**src/rtl/board_reset_ctrl_if.sv**
```systemverilog
// Board reset controller pins: raw button in, clean reset/enable/event count out.
// The controller takes the master side; whatever drives the button takes the slave side.
interface board_reset_ctrl_if;
    logic       btn_n;
    logic       soc_rst_n;
    logic       btn_db_n;
    logic       clk_en;
    logic [7:0] rst_events;

    modport master (
        input  btn_n,
        output soc_rst_n,
        output btn_db_n,
        output clk_en,
        output rst_events
    );

    modport slave (
        output btn_n,
        input  soc_rst_n,
        input  btn_db_n,
        input  clk_en,
        input  rst_events
    );
endinterface

```
**src/rtl/board_reset_ctrl.sv**
```systemverilog
// Board reset controller: synchronises and debounces the reset button, holds the SoC
// in reset for a fixed time after release, counts presses and divides down a clock enable.
module board_reset_ctrl #(
    parameter int SYNC_STAGES     = 2,
    parameter int DEBOUNCE_CYCLES = 1_000_000,
    parameter int HOLD_CYCLES     = 16,
    parameter int CLK_DIV         = 2
) (
    input  logic                 clk,
    input  logic                 rst_n,
    board_reset_ctrl_if.master   bus
);

    localparam int CNT_W  = $clog2(DEBOUNCE_CYCLES) + 1;
    localparam int HOLD_W = $clog2(HOLD_CYCLES) + 1;
    localparam int DIV_W  = $clog2(CLK_DIV) + 1;

    localparam logic [CNT_W-1:0]  DB_LAST   = CNT_W'(DEBOUNCE_CYCLES - 1);
    localparam logic [HOLD_W-1:0] HOLD_LAST = HOLD_W'(HOLD_CYCLES - 1);
    localparam logic [DIV_W-1:0]  DIV_LAST  = DIV_W'(CLK_DIV - 1);

    typedef enum logic [1:0] {
        HOLD    = 2'd0,
        RUN     = 2'd1,
        PRESSED = 2'd2
    } state_e;

    logic [SYNC_STAGES-1:0] sync_q, sync_d;
    logic                   btn_sync;
    logic [CNT_W-1:0]       db_cnt_q, db_cnt_d;
    logic                   btn_db_n_q, btn_db_n_d;

    state_e                 state_q, state_d;
    logic [HOLD_W-1:0]      hold_cnt_q, hold_cnt_d;
    logic                   soc_rst_n_q, soc_rst_n_d;
    logic [7:0]             rst_events_q, rst_events_d;

    logic [DIV_W-1:0]       div_q, div_d;
    logic                   clk_en_q, clk_en_d;

    // Only sync_q[0] ever samples the asynchronous button.
    assign btn_sync = sync_q[SYNC_STAGES-1];

    always_comb begin
        sync_d = {sync_q[SYNC_STAGES-2:0], bus.btn_n};
    end

    always_comb begin
        db_cnt_d   = '0;
        btn_db_n_d = btn_db_n_q;
        if (btn_sync != btn_db_n_q) begin
            if (db_cnt_q == DB_LAST) begin
                btn_db_n_d = btn_sync;
            end else begin
                db_cnt_d = db_cnt_q + CNT_W'(1);
            end
        end
    end

    always_ff @(posedge clk) begin
        if (!rst_n) begin
            sync_q     <= '1;
            db_cnt_q   <= '0;
            btn_db_n_q <= 1'b1;
        end else begin
            sync_q     <= sync_d;
            db_cnt_q   <= db_cnt_d;
            btn_db_n_q <= btn_db_n_d;
        end
    end

    // A low debounced level wins over hold completion, so a press still held
    // at the end of HOLD lands in PRESSED rather than briefly releasing the SoC.
    always_comb begin
        state_d      = state_q;
        hold_cnt_d   = hold_cnt_q;
        rst_events_d = rst_events_q;
        unique case (state_q)
            HOLD: begin
                if (!btn_db_n_q) begin
                    state_d = PRESSED;
                end else if (hold_cnt_q == HOLD_LAST) begin
                    state_d = RUN;
                end else begin
                    hold_cnt_d = hold_cnt_q + HOLD_W'(1);
                end
            end
            RUN: begin
                if (!btn_db_n_q) begin
                    state_d = PRESSED;
                    if (rst_events_q != 8'hFF) rst_events_d = rst_events_q + 8'd1;
                end
            end
            PRESSED: begin
                if (btn_db_n_q) begin
                    state_d    = HOLD;
                    hold_cnt_d = '0;
                end
            end
            default: begin
                state_d    = HOLD;
                hold_cnt_d = '0;
            end
        endcase
        soc_rst_n_d = (state_d == RUN);
    end

    always_ff @(posedge clk) begin
        if (!rst_n) begin
            state_q      <= HOLD;
            hold_cnt_q   <= '0;
            soc_rst_n_q  <= 1'b0;
            rst_events_q <= '0;
        end else begin
            state_q      <= state_d;
            hold_cnt_q   <= hold_cnt_d;
            soc_rst_n_q  <= soc_rst_n_d;
            rst_events_q <= rst_events_d;
        end
    end

    // Free-running divider; the enable is registered off the terminal count.
    always_comb begin
        div_d    = (div_q == DIV_LAST) ? '0 : div_q + DIV_W'(1);
        clk_en_d = (div_q == DIV_LAST);
    end

    always_ff @(posedge clk) begin
        if (!rst_n) begin
            div_q    <= '0;
            clk_en_q <= 1'b0;
        end else begin
            div_q    <= div_d;
            clk_en_q <= clk_en_d;
        end
    end

    assign bus.soc_rst_n  = soc_rst_n_q;
    assign bus.btn_db_n   = btn_db_n_q;
    assign bus.clk_en     = clk_en_q;
    assign bus.rst_events = rst_events_q;

endmodule

```
**src/flat_wrapper.sv**
```systemverilog
// flat-port wrapper written by rule: the top's interface ports become plain ports
module board_reset_ctrl_flat 
#(
    parameter int SYNC_STAGES     = 2,
    parameter int DEBOUNCE_CYCLES = 1_000_000,
    parameter int HOLD_CYCLES     = 16,
    parameter int CLK_DIV         = 2
)
  (clk, rst_n, bus_btn_n, bus_soc_rst_n, bus_btn_db_n, bus_clk_en, bus_rst_events);
  board_reset_ctrl_if bus_i ();
  input  logic clk;
  input  logic rst_n;
  input wire logic [$bits(bus_i.btn_n)-1:0] bus_btn_n;
  output wire logic [$bits(bus_i.soc_rst_n)-1:0] bus_soc_rst_n;
  output wire logic [$bits(bus_i.btn_db_n)-1:0] bus_btn_db_n;
  output wire logic [$bits(bus_i.clk_en)-1:0] bus_clk_en;
  output wire logic [$bits(bus_i.rst_events)-1:0] bus_rst_events;
  assign bus_i.btn_n = bus_btn_n;
  assign bus_soc_rst_n = bus_i.soc_rst_n;
  assign bus_btn_db_n = bus_i.btn_db_n;
  assign bus_clk_en = bus_i.clk_en;
  assign bus_rst_events = bus_i.rst_events;
  board_reset_ctrl #(.SYNC_STAGES(SYNC_STAGES), .DEBOUNCE_CYCLES(DEBOUNCE_CYCLES), .HOLD_CYCLES(HOLD_CYCLES), .CLK_DIV(CLK_DIV)) u_core (.clk(clk), .rst_n(rst_n), .bus(bus_i));
endmodule
```
**config.mk**
```make
export PLATFORM = sky130hd
export DESIGN_NAME = board_reset_ctrl_flat
export DESIGN_NICKNAME = d
export VERILOG_FILES = /design/src/rtl/board_reset_ctrl_if.sv /design/src/rtl/board_reset_ctrl.sv /design/src/flat_wrapper.sv
export SDC_FILE = /design/constraint.sdc
export NUM_CORES = 1
export LEC_CHECK = 0
export ABC_AREA = 1
export BUFFER_PORTS_ARGS = -buffer_cell sky130_fd_sc_hd__buf_2
export CAP_MARGIN = 20
export CORE_MARGIN = 4
export CORE_UTILIZATION = 55
export DETAILED_ROUTE_END_ITERATION = 8
export GPL_TIMING_DRIVEN = 0
export PLACE_DENSITY = 0.72
export SLEW_MARGIN = 20
export SYNTH_ARGS = -nofsm -noshare
export SYNTH_HDL_FRONTEND = slang
export SYNTH_SLANG_ARGS = --single-unit
```
**constraint.sdc**
```tcl
create_clock -name clk -period 3.5 [get_ports clk]
set_input_delay 0.7 -clock clk [delete_from_list [all_inputs] [get_ports clk]]
set_output_delay 0.7 -clock clk [all_outputs]
set_load 0.05 [all_outputs]
```
==> qor.yml <==
status: "finished clean"
leakagePower_nw: 0.8607
crit_path_max_incr_delay_ns: 0.49
design.die.area_um2: 4911
clockPowerShare: 0.424
ys.flop_type: "dfxtp_1"
final_nets: 335
fmax_ghz: 0.5537
final.fill_count: 360
power_density_nw_per_um2: 393.0
min_path_type: "flop to flop"
synth_cell_types: 27
cts_max_path_buffers: 2
synth_fp_nets: 315
postSynth.asyncResetShare: 0
numPortBuffers: 13
post_drt_wl_per_cell_um: 10.93
via_count: 1893
final_cell_mix: "nand2_1, nor2_1, dfxtp_1"
path_cells: "buf_2"
crit_type: "flop to output port"
comb_power_share: 0.035
grt_first_pass_wirelength_mm: 7.017
multi_input_area_um2: 1100
dp_cells: 368
postCtsSetupRepairBufs: 0
ctsHoldBuffers: 0
cap_violations: 0
fin_cells: 376
seqCellArea_um2: 860.8
die_x_um: 70.08
cp_slowest_cell: "dfxtp_1"
rsz0062_at_grt: "no"
cts_buffers: 5
synth_area_um2: 2120
start_util: 0.5746
ys_seq_area_frac: 0.4061
netSwitchingPower_mw: 0.1881
max-vdd-ir-drop_mv: 0.2352
critPathCaptureType: "output port"
critPathLaunchType: "flop"
worstSkewPairLatency_ns: 0.29
fin_crit_sh: 0.5160
gp_congestion: 0.8768
layout_commonest_cell: "nand2_1"
drc: 0
period_needed_ns: 1.806
synth_enable_flop_cells: 0
rows: 22
cp-endpoint: "bus_btn_db_n"
path_buf_inv: 1
drt-total-wl_mm: 4.109
syn_inst: 307
min_from: "u_core.sync_q[0]"
diodes: 0
rr_endpoint: "u_core.db_cnt_q[11]"
cts_tree: "yes"
ios: 14
ys_ff_latch: 43
drt_iter0_markers: 109
pwr-share-seq: 0.541
finalHoldViolations: 0
ff2ff_path_depth: 7
hpwl_mm: 3.142
grt_overflow: 0
via_per_inst: 5.035
slew_violations: 0
cts.sinks: 43
root_buffer: "clkbuf_8"
grt_pass1_vias: 1670
worst_pin_slew_ns: 0.4781
worstSetupPathDepth: 1
avgSynthCellArea_um2: 6.904
antenna_found_initial: 0
cp_top_family: "flip-flops"
fin_skew_ns: 0.006731
arrival_ns: 1.11
finalSetupTns_ns: 0
finalSetupViolCount: 0
grt.total_usage: 0.1748
htreeDepth: 2
die_y_um: 70.08
area_growth_pct: 11.45
ctsResizeCount: 0
core_um2: 3689
max-slew-margin-rel: 0.6812
startpoint: "u_core.bus.btn_db_n"
ant_nets: 0
cp_max_fo: 7
r2r-start: "u_core.db_cnt_q[0]"
regToRegSetupSlack_ns: 1.92
first_pass_iters: 4
critPathRequiredTime_ns: 2.80
swShare: 0.2026
synth_warnings: 0
p_int_mw: 0.7404
path_clk_slew_ns: 0.08
grt_max_degree: 14
drive_above_1_share: 0.1159
## cells in the mapped netlist, types with 2 or more instances
master | instances | area, um^2
inv_1 | 32 | 120.1
nand3_1 | 20 | 100.1
nand2_1 | 74 | 277.8
inv_2 | 4 | 15.01
a21oi_1 | 15 | 75.07
buf_4 | 2 | 15.01
nor2_1 | 60 | 225.2
nor3_1 | 10 | 50.05
ha_1 | 5 | 62.56
xor2_1 | 11 | 96.34
dfxtp_1 | 43 | 860.8
o21ai_0 | 6 | 30.03
xnor2_1 | 4 | 35.03
nand2_2 | 2 | 12.51
or2_2 | 2 | 12.51
nand4_1 | 6 | 37.54
## power groups by stage
| stage | clock network [mW] | logic (mW) | registers, mW |
|---|---|---|---|
| final | 0.394 | 0.0321 | 0.502 |
| after global routing | 0.433 | 0.0362 | 0.504 |
| after CTS | 0.408 | 0.0326 | 0.502 |
| after detailed placement | 0 | 0.0326 | 0.514 |
| after global placement | 0 | 0.0313 | 0.514 |
| after floorplan | 0 | 0.0207 | 0.517 |
## worst min path at each step
stage | slack, ns | depth (start not counted) | end
after floorplan | 0.39 | 1 | u_core.sync_q[1]
after global placement | 0.40 | 1 | u_core.sync_q[1]
after detailed placement | 0.40 | 1 | u_core.sync_q[1]
after CTS | 0.42 | 1 | u_core.sync_q[1]
after global routing | 0.45 | 1 | u_core.sync_q[1]
final | 0.42 | 1 | u_core.sync_q[1]
## sequential cells by signal, indices dropped and copies added, names as in the netlist
signal and cells:
u_core.db_cnt_q 21, u_core.bus.rst_events 8, u_core.hold_cnt_q 5, u_core.div_q 2, u_core.state_q 2, u_core.sync_q 2
u_core.bus.btn_db_n 1, u_core.bus.clk_en 1, u_core.bus.soc_rst_n 1
## cell families after synthesis
family,Yosys count,synth area share
AND/OR/NAND/NOR,180,0.3666
XOR/XNOR,15,0.06198
AO/OA/AOI/OAI,24,0.06080
flip-flops,43,0.4061
buffers and inverters,40,0.07496
adder cells (fa/ha/maj),5,0.02952
## per-stage QoR
stage,hold slack (ns),setup WS [ns],cell area [um^2],power [mW],util
floorplan,0.3925,1.875,2120,0.5377,-
global placement,0.4027,1.805,2245,0.5449,0.6085
detailed placement,0.4042,1.787,2245,0.5466,0.6085
CTS,0.4245,1.694,2362,0.9433,0.6404
global route,0.4456,1.639,2362,0.9730,0.6404
finish,0.4236,1.694,2362,0.9285,0.6404
## layout make-up
type,instances,share of cell area
repair buffers,13,0.02754
multi-input cells,224,0.4656
well taps,48,0.02542
flip-flops and latches,43,0.3644
clock buffers,6,0.03496
inverters,36,0.05720
clock inverters,2,0.01483
plain buffers,4,0.01006
## per-layer routing
metal	global-route usage	routed length, um
met2	0.3001	1935
met4	0.05106	52
met1	0.2128	1914
met5	0	0
met3	0.04748	207
Power figures use the tool's default switching activity.
